File: config.mk
export PLATFORM = sky130hd
export DESIGN_NAME = mem_bus_fabric
export DESIGN_NICKNAME = d
export VERILOG_FILES = /design/src/rtl/mem_bus_pkg.sv /design/src/rtl/bus_addr_decode.sv /design/src/rtl/mem_bus_fabric.sv
export SDC_FILE = /design/constraint.sdc
export NUM_CORES = 1
export LEC_CHECK = 0
export CAP_MARGIN = 20
export CORE_MARGIN = 2
export CORE_UTILIZATION = 48
export DETAILED_ROUTE_END_ITERATION = 8
export GPL_TIMING_DRIVEN = 0
export PLACE_DENSITY = 0.87
export SLEW_MARGIN = 10
export SYNTH_ARGS = -nofsm -noshare
export SYNTH_HDL_FRONTEND = slang
export SYNTH_SLANG_ARGS = --single-unit
File: constraint.sdc
create_clock -name clk -period 3.5 [get_ports clk]
set_input_delay 0.7 -clock clk [delete_from_list [all_inputs] [get_ports clk]]
set_output_delay 0.7 -clock clk [all_outputs]
set_load 0.05 [all_outputs]
File: src/rtl/mem_bus_pkg.sv
// Shared types and helpers for the CPU data-port memory-map fabric.
package mem_bus_pkg;

    localparam int unsigned WAIT_W      = 4;
    localparam int unsigned FIELD_MAX_W = 256;

    typedef enum logic [2:0] {
        ST_IDLE    = 3'd0,
        ST_ACCESS  = 3'd1,
        ST_WAIT    = 3'd2,
        ST_CAPTURE = 3'd3,
        ST_DONE    = 3'd4
    } state_t;

    // Extract field i of a flattened per-slot parameter vector (LSB field = slot 0).
    function automatic logic [31:0] slot_field(
        input logic [FIELD_MAX_W-1:0] vec,
        input int unsigned            i,
        input int unsigned            width
    );
        logic [FIELD_MAX_W-1:0] sh;
        logic [31:0]            res;
        sh  = vec >> (i * width);
        res = '0;
        for (int unsigned b = 0; b < 32; b++) begin
            if (b < width) begin
                res[b] = sh[b];
            end
        end
        return res;
    endfunction

endpackage

File: src/rtl/bus_addr_decode.sv
// Window decoder: range-compares the CPU address against every slot window,
// picks the lowest matching index and produces the slot-local offset.
module bus_addr_decode
    import mem_bus_pkg::*;
#(
    parameter int unsigned                  NUM_SLOTS  = 2,
    parameter int unsigned                  ADDR_W     = 16,
    parameter logic [NUM_SLOTS*ADDR_W-1:0]  SLOT_BASE  = {16'h1000, 16'h0000},
    parameter logic [NUM_SLOTS*ADDR_W-1:0]  SLOT_LIMIT = {16'h10FF, 16'h07FF},
    localparam int unsigned                 SEL_W      = (NUM_SLOTS > 1) ? $clog2(NUM_SLOTS) : 1
) (
    input  logic [ADDR_W-1:0] i_addr,
    output logic              o_hit,
    output logic [SEL_W-1:0]  o_sel,
    output logic [ADDR_W-1:0] o_offset
);

    logic [ADDR_W-1:0]    w_base  [NUM_SLOTS];
    logic [ADDR_W-1:0]    w_limit [NUM_SLOTS];
    logic [NUM_SLOTS-1:0] w_match;

    for (genvar g = 0; g < NUM_SLOTS; g++) begin : g_win
        assign w_base[g]  = ADDR_W'(slot_field(FIELD_MAX_W'(SLOT_BASE),  g, ADDR_W));
        assign w_limit[g] = ADDR_W'(slot_field(FIELD_MAX_W'(SLOT_LIMIT), g, ADDR_W));
        assign w_match[g] = (i_addr >= w_base[g]) && (i_addr <= w_limit[g]);
    end

    // Scan from the top so the lowest matching index is the one left standing.
    always_comb begin
        o_hit    = 1'b0;
        o_sel    = '0;
        o_offset = '0;
        for (int i = int'(NUM_SLOTS) - 1; i >= 0; i--) begin
            if (w_match[i]) begin
                o_hit    = 1'b1;
                o_sel    = SEL_W'(i);
                o_offset = i_addr - w_base[i];
            end
        end
    end

endmodule

File: src/rtl/mem_bus_fabric.sv
// Memory-map fabric between the CPU data port and NUM_SLOTS memory/IO slots:
// one-cycle slot strobe, per-slot wait states, registered read data, bus-error capture.
module mem_bus_fabric
    import mem_bus_pkg::*;
#(
    parameter int unsigned                  NUM_SLOTS  = 2,
    parameter int unsigned                  ADDR_W     = 16,
    parameter int unsigned                  DATA_W     = 8,
    parameter logic [NUM_SLOTS*ADDR_W-1:0]  SLOT_BASE  = {16'h1000, 16'h0000},
    parameter logic [NUM_SLOTS*ADDR_W-1:0]  SLOT_LIMIT = {16'h10FF, 16'h07FF},
    parameter logic [NUM_SLOTS*WAIT_W-1:0]  SLOT_WAIT  = {4'd0, 4'd0}
) (
    input  logic                          clk,
    input  logic                          rst,
    input  logic [ADDR_W-1:0]             cpu_addr,
    input  logic [DATA_W-1:0]             cpu_din,
    input  logic                          cpu_w_en,
    input  logic                          cpu_r_en,
    output logic [DATA_W-1:0]             cpu_dout,
    output logic                          cpu_ready,
    output logic [ADDR_W-1:0]             slot_addr,
    output logic [DATA_W-1:0]             slot_din,
    output logic [NUM_SLOTS-1:0]          slot_w_en,
    output logic [NUM_SLOTS-1:0]          slot_r_en,
    input  logic [NUM_SLOTS*DATA_W-1:0]   slot_dout,
    output logic                          bus_err,
    output logic [ADDR_W-1:0]             bus_err_addr,
    input  logic                          bus_err_clr
);

    localparam int unsigned SEL_W = (NUM_SLOTS > 1) ? $clog2(NUM_SLOTS) : 1;

    logic              w_hit;
    logic [SEL_W-1:0]  w_sel;
    logic [ADDR_W-1:0] w_offset;
    logic              w_req;

    logic [WAIT_W-1:0] w_slot_wait [NUM_SLOTS];
    logic [DATA_W-1:0] w_slot_rd   [NUM_SLOTS];

    state_t               r_state,        w_state_nxt;
    logic [SEL_W-1:0]     r_sel,          w_sel_nxt;
    logic                 r_is_wr,        w_is_wr_nxt;
    logic [WAIT_W-1:0]    r_wait_cnt,     w_wait_nxt;
    logic [DATA_W-1:0]    r_cpu_dout,     w_dout_nxt;
    logic                 r_ready,        w_ready_nxt;
    logic [ADDR_W-1:0]    r_slot_addr,    w_addr_nxt;
    logic [DATA_W-1:0]    r_slot_din,     w_din_nxt;
    logic [NUM_SLOTS-1:0] r_slot_w_en,    w_wen_nxt;
    logic [NUM_SLOTS-1:0] r_slot_r_en,    w_ren_nxt;
    logic                 r_bus_err,      w_err_nxt;
    logic [ADDR_W-1:0]    r_bus_err_addr, w_err_addr_nxt;

    bus_addr_decode #(
        .NUM_SLOTS  (NUM_SLOTS),
        .ADDR_W     (ADDR_W),
        .SLOT_BASE  (SLOT_BASE),
        .SLOT_LIMIT (SLOT_LIMIT)
    ) u_decode (
        .i_addr   (cpu_addr),
        .o_hit    (w_hit),
        .o_sel    (w_sel),
        .o_offset (w_offset)
    );

    for (genvar g = 0; g < NUM_SLOTS; g++) begin : g_slot
        assign w_slot_wait[g] = WAIT_W'(slot_field(FIELD_MAX_W'(SLOT_WAIT), g, WAIT_W));
        assign w_slot_rd[g]   = slot_dout[g*DATA_W +: DATA_W];
    end

    assign w_req = cpu_w_en | cpu_r_en;

    // Next-state and next-output logic; every register keeps its value unless told otherwise.
    always_comb begin
        w_state_nxt    = r_state;
        w_sel_nxt      = r_sel;
        w_is_wr_nxt    = r_is_wr;
        w_wait_nxt     = r_wait_cnt;
        w_dout_nxt     = r_cpu_dout;
        w_ready_nxt    = 1'b0;
        w_addr_nxt     = r_slot_addr;
        w_din_nxt      = r_slot_din;
        w_wen_nxt      = '0;
        w_ren_nxt      = '0;
        w_err_nxt      = r_bus_err & ~bus_err_clr;
        w_err_addr_nxt = r_bus_err_addr;

        case (r_state)
            ST_IDLE: begin
                if (w_req) begin
                    if (w_hit) begin
                        w_sel_nxt   = w_sel;
                        w_is_wr_nxt = cpu_w_en;
                        w_addr_nxt  = w_offset;
                        w_din_nxt   = cpu_din;
                        if (cpu_w_en) begin
                            w_wen_nxt = NUM_SLOTS'(1'b1) << w_sel;
                        end else begin
                            w_ren_nxt = NUM_SLOTS'(1'b1) << w_sel;
                        end
                        w_state_nxt = ST_ACCESS;
                    end else begin
                        // Error set overrides a same-cycle clear.
                        w_err_nxt      = 1'b1;
                        w_err_addr_nxt = cpu_addr;
                        if (!cpu_w_en) begin
                            w_dout_nxt = '0;
                        end
                        w_ready_nxt = 1'b1;
                        w_state_nxt = ST_DONE;
                    end
                end
            end
            ST_ACCESS: begin
                w_wait_nxt  = w_slot_wait[r_sel];
                w_state_nxt = (w_slot_wait[r_sel] != '0) ? ST_WAIT : ST_CAPTURE;
            end
            ST_WAIT: begin
                w_wait_nxt = r_wait_cnt - WAIT_W'(1);
                if (r_wait_cnt <= WAIT_W'(1)) begin
                    w_state_nxt = ST_CAPTURE;
                end
            end
            ST_CAPTURE: begin
                if (!r_is_wr) begin
                    w_dout_nxt = w_slot_rd[r_sel];
                end
                w_ready_nxt = 1'b1;
                w_state_nxt = ST_DONE;
            end
            ST_DONE: begin
                w_state_nxt = ST_IDLE;
            end
            default: begin
                w_state_nxt = ST_IDLE;
            end
        endcase
    end

    always_ff @(posedge clk) begin
        if (rst) begin
            r_state        <= ST_IDLE;
            r_sel          <= '0;
            r_is_wr        <= 1'b0;
            r_wait_cnt     <= '0;
            r_cpu_dout     <= '0;
            r_ready        <= 1'b0;
            r_slot_addr    <= '0;
            r_slot_din     <= '0;
            r_slot_w_en    <= '0;
            r_slot_r_en    <= '0;
            r_bus_err      <= 1'b0;
            r_bus_err_addr <= '0;
        end else begin
            r_state        <= w_state_nxt;
            r_sel          <= w_sel_nxt;
            r_is_wr        <= w_is_wr_nxt;
            r_wait_cnt     <= w_wait_nxt;
            r_cpu_dout     <= w_dout_nxt;
            r_ready        <= w_ready_nxt;
            r_slot_addr    <= w_addr_nxt;
            r_slot_din     <= w_din_nxt;
            r_slot_w_en    <= w_wen_nxt;
            r_slot_r_en    <= w_ren_nxt;
            r_bus_err      <= w_err_nxt;
            r_bus_err_addr <= w_err_addr_nxt;
        end
    end

    assign cpu_dout     = r_cpu_dout;
    assign cpu_ready    = r_ready;
    assign slot_addr    = r_slot_addr;
    assign slot_din     = r_slot_din;
    assign slot_w_en    = r_slot_w_en;
    assign slot_r_en    = r_slot_r_en;
    assign bus_err      = r_bus_err;
    assign bus_err_addr = r_bus_err_addr;

endmodule

==> results.json, run 1 <==
{
  "coreArea_um2": 5570,
  "critPathRequiredTime_ns": 3.74,
  "synthFlopType": "dfxtp_1",
  "maxCapViolations": 0,
  "firstDrtPassIters": 4,
  "ys_seq_elements": 63,
  "syn_area_um2": 2810,
  "syn_inst": 313,
  "clkSlewWorstSetupHoldPaths_ns": 0.07,
  "fin_skew_ns": 0.0117,
  "drv_slew": 0,
  "status": "finished clean",
  "grt_pass1_vias": 2698,
  "yosys.area_share.simple_pct": 17.4,
  "cp_cell_sequence": "clkdlybuf4s50_1 -> inv_1 -> ha_1 -> nand3b_1 -> o41ai_1 -> nand3_1 -> and2_1 -> buf_2 -> a31o_2",
  "p_leak_nw": 1.55,
  "place_congestion": 0.851,
  "cts_made_buffers": 9,
  "max-slew-margin-rel_pct": 48.5,
  "busiest_layer": "met2",
  "period_share_pct": 88.9,
  "design_area_um2": 4090,
  "die_h_um": 80.5,
  "cts_tree": "built",
  "cp_max_fo": 10,
  "critPathArrivalTime_ns": 3.35,
  "worstSkewPairLatency_ns": 0.34,
  "switching_power_w": 0.000621,
  "fp-row-count": 27,
  "finalNonFillerCells": 500,
  "synthXorXnorAreaFrac_pct": 0,
  "cts.repair.resized": 0,
  "vias_per_cell": 5.50,
  "placed_area_um2": 3880,
  "synth_edf_count": 0,
  "worstSetupPathType": "primary input to flop",
  "io_pins": 99,
  "final_cell_mix": "clkdlybuf4s50_1, dfxtp_1, nand2_1",
  "die_w_um": 80.5,
  "setup_viol": 0,
  "place_ws_ns": 0.139,
  "placedCellCount": 484,
  "synth_top_family_by_area": "compound AO/OA/AOI/OAI gates",
  "grt_overflow": 0,
  "clock-sinks": 63,
  "p_sw_share_pct": 31.6,
  "dieArea_um2": 6480,
  "cts-root-buf": "clkbuf_8",
  "synthArstFlopShare_pct": 0,
  "wirelength_um": 7820,
  "period_minus_slack_ns": 3.11,
  "n_fill_cell": 424,
  "final_common_cell": "clkdlybuf4s50_1",
  "drive_gt1_share_pct": 11.4,
  "grt_pass1_wl_um": 12400,
  "fin_setup_tns_ns": 0,
  "seqPwrFrac_pct": 40.6,
  "syn_area_per_cell_um2": 8.97,
  "critPathMaxStageDelay_ns": 0.58,
  "clockBufferDepth": 2,
  "num_vias": 2752,
  "holdBufCountCts": 0,
  "internal_power_w": 0.00134,
  "io_buffers": 98,
  "start_util_pct": 50.4,
  "wire_per_inst_um": 15.6,
  "grt_antenna_before_repair": 0,
  "area_growth_pct": 45.7,
  "critPathBufInv": 3,
  "synth_nets": 363,
  "synth_compound_area_share_pct": 21.2,
  "met1_usage_pct": 29.3,
  "dp_hpwl_um": 5870,
  "synth_warnings": 0,
  "antenna_cells": 0,
  "worst_pin_slew_ns": 0.761,
  "grt_max_degree": 12,
  "crit_slowest_cell": "o41ai_1",
  "clock.fmax_ghz": 0.321,
  "peakVddDrop_v": 0.000337,
  "rsz0062_at_grt": "false",
  "drt_iter0_markers": 176,
  "muxShareOfSynthArea_pct": 8.91,
  "gr-usage-met3_pct": 9.33,
  "synthAdderAreaFrac_pct": 2.23,
  "num-nets-final": 473,
  "cp-start-kind": "primary input",
  "grt_use_total_pct": 25.0,
  "postRouteAntennaNets": 0,
  "grtUsageMet2_pct": 41.2,
  "ys_types": 41,
  "finalHoldViolCount": 0,
  "combPwrFrac_pct": 26.7,
  "hold_path_class": "flop to flop",
  "synth.yosys.seq_area_share_pct": 44.9,
  "crit_family": "buffers and inverters",
  "clockPowerShare_pct": 32.7,
  "cts_max_level": 3,
  "end_kind": "flop",
  "drc_errors": 0,
  "pwr_density_cell_nw_per_um2": 480,
  "postCtsSetupBuffers": 0,
  "setup_ws_ns": 0.389
}
==> power groups by stage <==
stage                     Sequential, W  Clock [W]  Combinational [W]
after floorplan                0.000951          0           0.000193
after global placement         0.000809          0           0.000509
final                          0.000797   0.000643           0.000523
after detailed placement       0.000812          0           0.000519
after global routing           0.000801   0.000684           0.000553
after CTS                      0.000797   0.000654           0.000522
==> cells in the mapped netlist (all sizes together) (3+ instances only) <==
library cell / number / share of area (%)
dfxtp: 63 / 45
nand2: 49 / 6.5
a21oi: 26 / 4.6
mux2i: 25 / 8.9
nor2: 23 / 3.1
a31o: 22 / 6.9
clkbuf: 15 / 2.0
a211oi: 10 / 2.7
inv: 9 / 1.2
o21ai: 9 / 1.6
buf: 7 / 2.2
ha: 5 / 2.2
and2: 4 / 0.89
nand4: 4 / 0.89
nor4: 4 / 0.89
o21a: 4 / 1.1
and3: 3 / 0.67
nand3: 3 / 0.53
nor2b: 3 / 0.67
nor3: 3 / 0.71
or3: 3 / 0.67
==> worst register-to-register path, delay by kind of cell, from the launching register on <==
family                 cells  cell delay [ns]
DFF                        1             0.30
buffers and inverters      4             0.93
and+or+nand+nor            2             0.78
AOI/OAI and AO/OA          1             0.21
==> per-layer routing <==
metal	vias to the layer above	part of all wire, %
li1	1349	-
met1	1270	41
met2	114	48
met3	19	8.2
met4	0	2.2
met5	-	0
==> registers in the layout, summed over array words and instances, names as in the netlist, 2 cells and up <==
name and flops:
slot_w_en 2, r_state 3, cpu_dout 8, r_wait_cnt 4, slot_r_en 2, slot_addr 16, slot_din 8, bus_err_addr 16
==> cells by family after synthesis <==
family / count (synthesis)
AOI/OAI and AO/OA: 84
and+or+nand+nor: 105
adders and majority gates: 5
muxes: 25
DFF: 63
buffers and inverters: 31
==> metrics by stage <==
step                      hold slack (ns)  util [%]  power, W
after floorplan                     0.456         -   0.00114
after global routing                0.471      73.4   0.00204
after detailed placement            0.452      69.7   0.00133
after global placement              0.442      69.6   0.00132
final                               0.463      73.4   0.00196
after CTS                           0.460      73.4   0.00197
==> area by class of cell <==
type                       instances  area, um2  share of cell area, %
tap                               72       90.1                   2.20
clock buffer                      11        151                   3.70
clock inverter                     5       56.3                   1.38
timing repair buffer              99        986                   24.1
inverter                           9       33.8                  0.825
buffer                            22        118                   2.87
sequential                        63       1260                   30.8
multi-input combinational        219       1400                   34.1
==> path summary, 6_finish.rpt <==
check,slack [ns],startpoint,cells past startpoint,endpoint
max,0.39,cpu_addr[12],9,slot_addr[11]$_SDFFE_PP0P_
min,0.46,bus_err_addr[5]$_SDFFE_PP0P_,2,bus_err_addr[5]$_SDFFE_PP0P_
max reg2reg,1.20,r_state[1]$_SDFFE_PP0P_,7,cpu_dout[6]$_SDFFE_PP0P_
min reg2reg,0.46,bus_err_addr[5]$_SDFFE_PP0P_,2,bus_err_addr[5]$_SDFFE_PP0P_
No activity file was read; power rests on OpenSTA's default activity.
==> run 2, diff against run 1 <==
- SLEW_MARGIN: 10 -> 20
==> run 2 against run 1 <==
Effect of this change: critical path depth unchanged; flip-flop and latch count is the same; total power fell by 1.1%; sequential share of layout area grew 0.13 points; highest routed layer unchanged; cell count shrank 0.20%.
==> results.json, run 2 (synthesized netlist as in run 1, its figures left out) <==
{
  "num_vias": 2776,
  "status": "finished clean",
  "placedCellCount": 483,
  "setup_viol": 0,
  "critPathArrivalTime_ns": 3.36,
  "cp_cell_sequence": "clkdlybuf4s50_1 -> inv_1 -> ha_1 -> nand3b_1 -> o41ai_1 -> nand3_1 -> and2_1 -> buf_2 -> a31o_2",
  "holdWs_ns": 0.460,
  "p_leak_nw": 1.53,
  "critPathLaunch": "cpu_addr[12]",
  "place_congestion": 0.851,
  "firstDrtPassIters": 5,
  "die_h_um": 80.5,
  "drv_slew": 0,
  "p_total_w": 0.00194,
  "period_share_pct": 89.2,
  "grt_overflow": 0,
  "cts.repair.resized": 0,
  "wirelength_um": 8050,
  "grt_max_degree": 12,
  "hp-start": "bus_err_addr[13]$_SDFFE_PP0P_",
  "postRouteAntennaNets": 0,
  "dieArea_um2": 6480,
  "dp_hpwl_um": 5890,
  "period_minus_slack_ns": 3.12,
  "pwr_density_cell_nw_per_um2": 476,
  "final_cell_mix": "clkdlybuf4s50_1, dfxtp_1, nand2_1",
  "die_w_um": 80.5,
  "fin_skew_ns": 0.0114,
  "cp_max_fo": 10,
  "io_pins": 99,
  "drt_iter0_markers": 284,
  "worstSkewPairLatency_ns": 0.35,
  "io_buffers": 98,
  "finalHoldViolCount": 0,
  "critPathMaxStageDelay_ns": 0.58,
  "coreArea_um2": 5570,
  "holdBufCountCts": 0,
  "cts-root-buf": "clkbuf_8",
  "grt_use_total_pct": 25.4,
  "grt_pass1_vias": 2616,
  "postCtsSetupBuffers": 0,
  "place_ws_ns": 0.129,
  "grt_pass1_wl_um": 12500,
  "num-nets-final": 472,
  "critPathRequiredTime_ns": 3.74,
  "maxCapViolations": 0,
  "vias_per_cell": 5.56,
  "max-slew-margin-rel_pct": 54.4,
  "drive_gt1_share_pct": 11.2,
  "clockBufferDepth": 2,
  "r2r_start": "r_state[1]$_SDFFE_PP0P_",
  "fp-row-count": 27,
  "setup_ws_ns": 0.379,
  "cts_made_buffers": 9,
  "wire_per_inst_um": 16.1,
  "worst_pin_slew_ns": 0.682,
  "clock.fmax_ghz": 0.320,
  "rsz0062_at_grt": "false",
  "area_growth_pct": 45.1,
  "drc_errors": 0,
  "finalNonFillerCells": 499,
  "antenna_cells": 0,
  "cts_max_level": 3,
  "grt_antenna_before_repair": 0,
  "crit_slowest_cell": "o41ai_1",
  "fin_setup_tns_ns": 0,
  "clkSlewWorstSetupHoldPaths_ns": 0.08,
  "cts_tree": "built",
  "cp-start-kind": "primary input",
  "hold_path_class": "flop to flop",
  "worstSetupPathType": "primary input to flop",
  "clock-sinks": 63,
  "end_kind": "flop",
  "start_util_pct": 50.4,
  "final_common_cell": "clkdlybuf4s50_1",
  "peakVddDrop_v": 0.000350
}
==> run 2: cell count changes in the layout (fill, tap and decap cells not counted) <==
cell      change
clkinv_2      +1
nor4b_2       +1
clkbuf_1      +1
clkbuf_8      -2
nor4b_1       -1
buf_2         -1
==> run 2: critical path: cells and delay by family <==
| family | cells | cell delay (ns) |
|---|---|---|
| and+or+nand+nor | 3 | 0.72 |
| buffers and inverters | 3 | 0.90 |
| AOI/OAI and AO/OA | 2 | 0.84 |
| adders and majority gates | 1 | 0.19 |
==> run 2: metrics by stage <==
stage          cell area (um2)  util [%]
2_1_floorplan             2810         -
5_1_grt                   4080      73.1
3_5_place_dp              3890      69.7
3_3_place_gp              3880      69.6
6_report                  4080      73.1
4_1_cts                   4080      73.1
==> run 2: worst paths after layout <==
path | endpoint | slack (ns) | cells past startpoint
setup / recovery | slot_addr[0]$_SDFFE_PP0P_ | 0.38 | 9
hold / removal | bus_err_addr[13]$_SDFFE_PP0P_ | 0.46 | 2
setup reg to reg | slot_addr[0]$_SDFFE_PP0P_ | 1.25 | 7
hold reg to reg | bus_err_addr[13]$_SDFFE_PP0P_ | 0.46 | 2
==> run 2: layout make-up <==
type	count	area (um2)
plain buffers	22	118
clock buffers	10	128
clock inverters	6	61.3
fillers	437	1500
inverters	9	33.8
multi-input cells	219	1400
flip-flops and latches	63	1260
well taps	72	90.1
repair buffers	98	981
==> run 2: routing by layer <==
| layer | track usage, % | routed length [um] | vias to the layer above |
|---|---|---|---|
| met3 | 7.64 | 658 | 14 |
| met2 | 40.7 | 3860 | 131 |
| met4 | 10.8 | 152 | 0 |
| li1 | - | - | 1340 |
| met5 | 0 | 0 | - |
| met1 | 31.5 | 3380 | 1291 |
==> run 2: where the power goes <==
group / leakage [nW] / internal [W] / switching, W
combinational: 0.926 / 0.000210 / 0.000315
clock: 0.0960 / 0.000326 / 0.000293
sequential: 0.513 / 0.000767 / 0.0000309
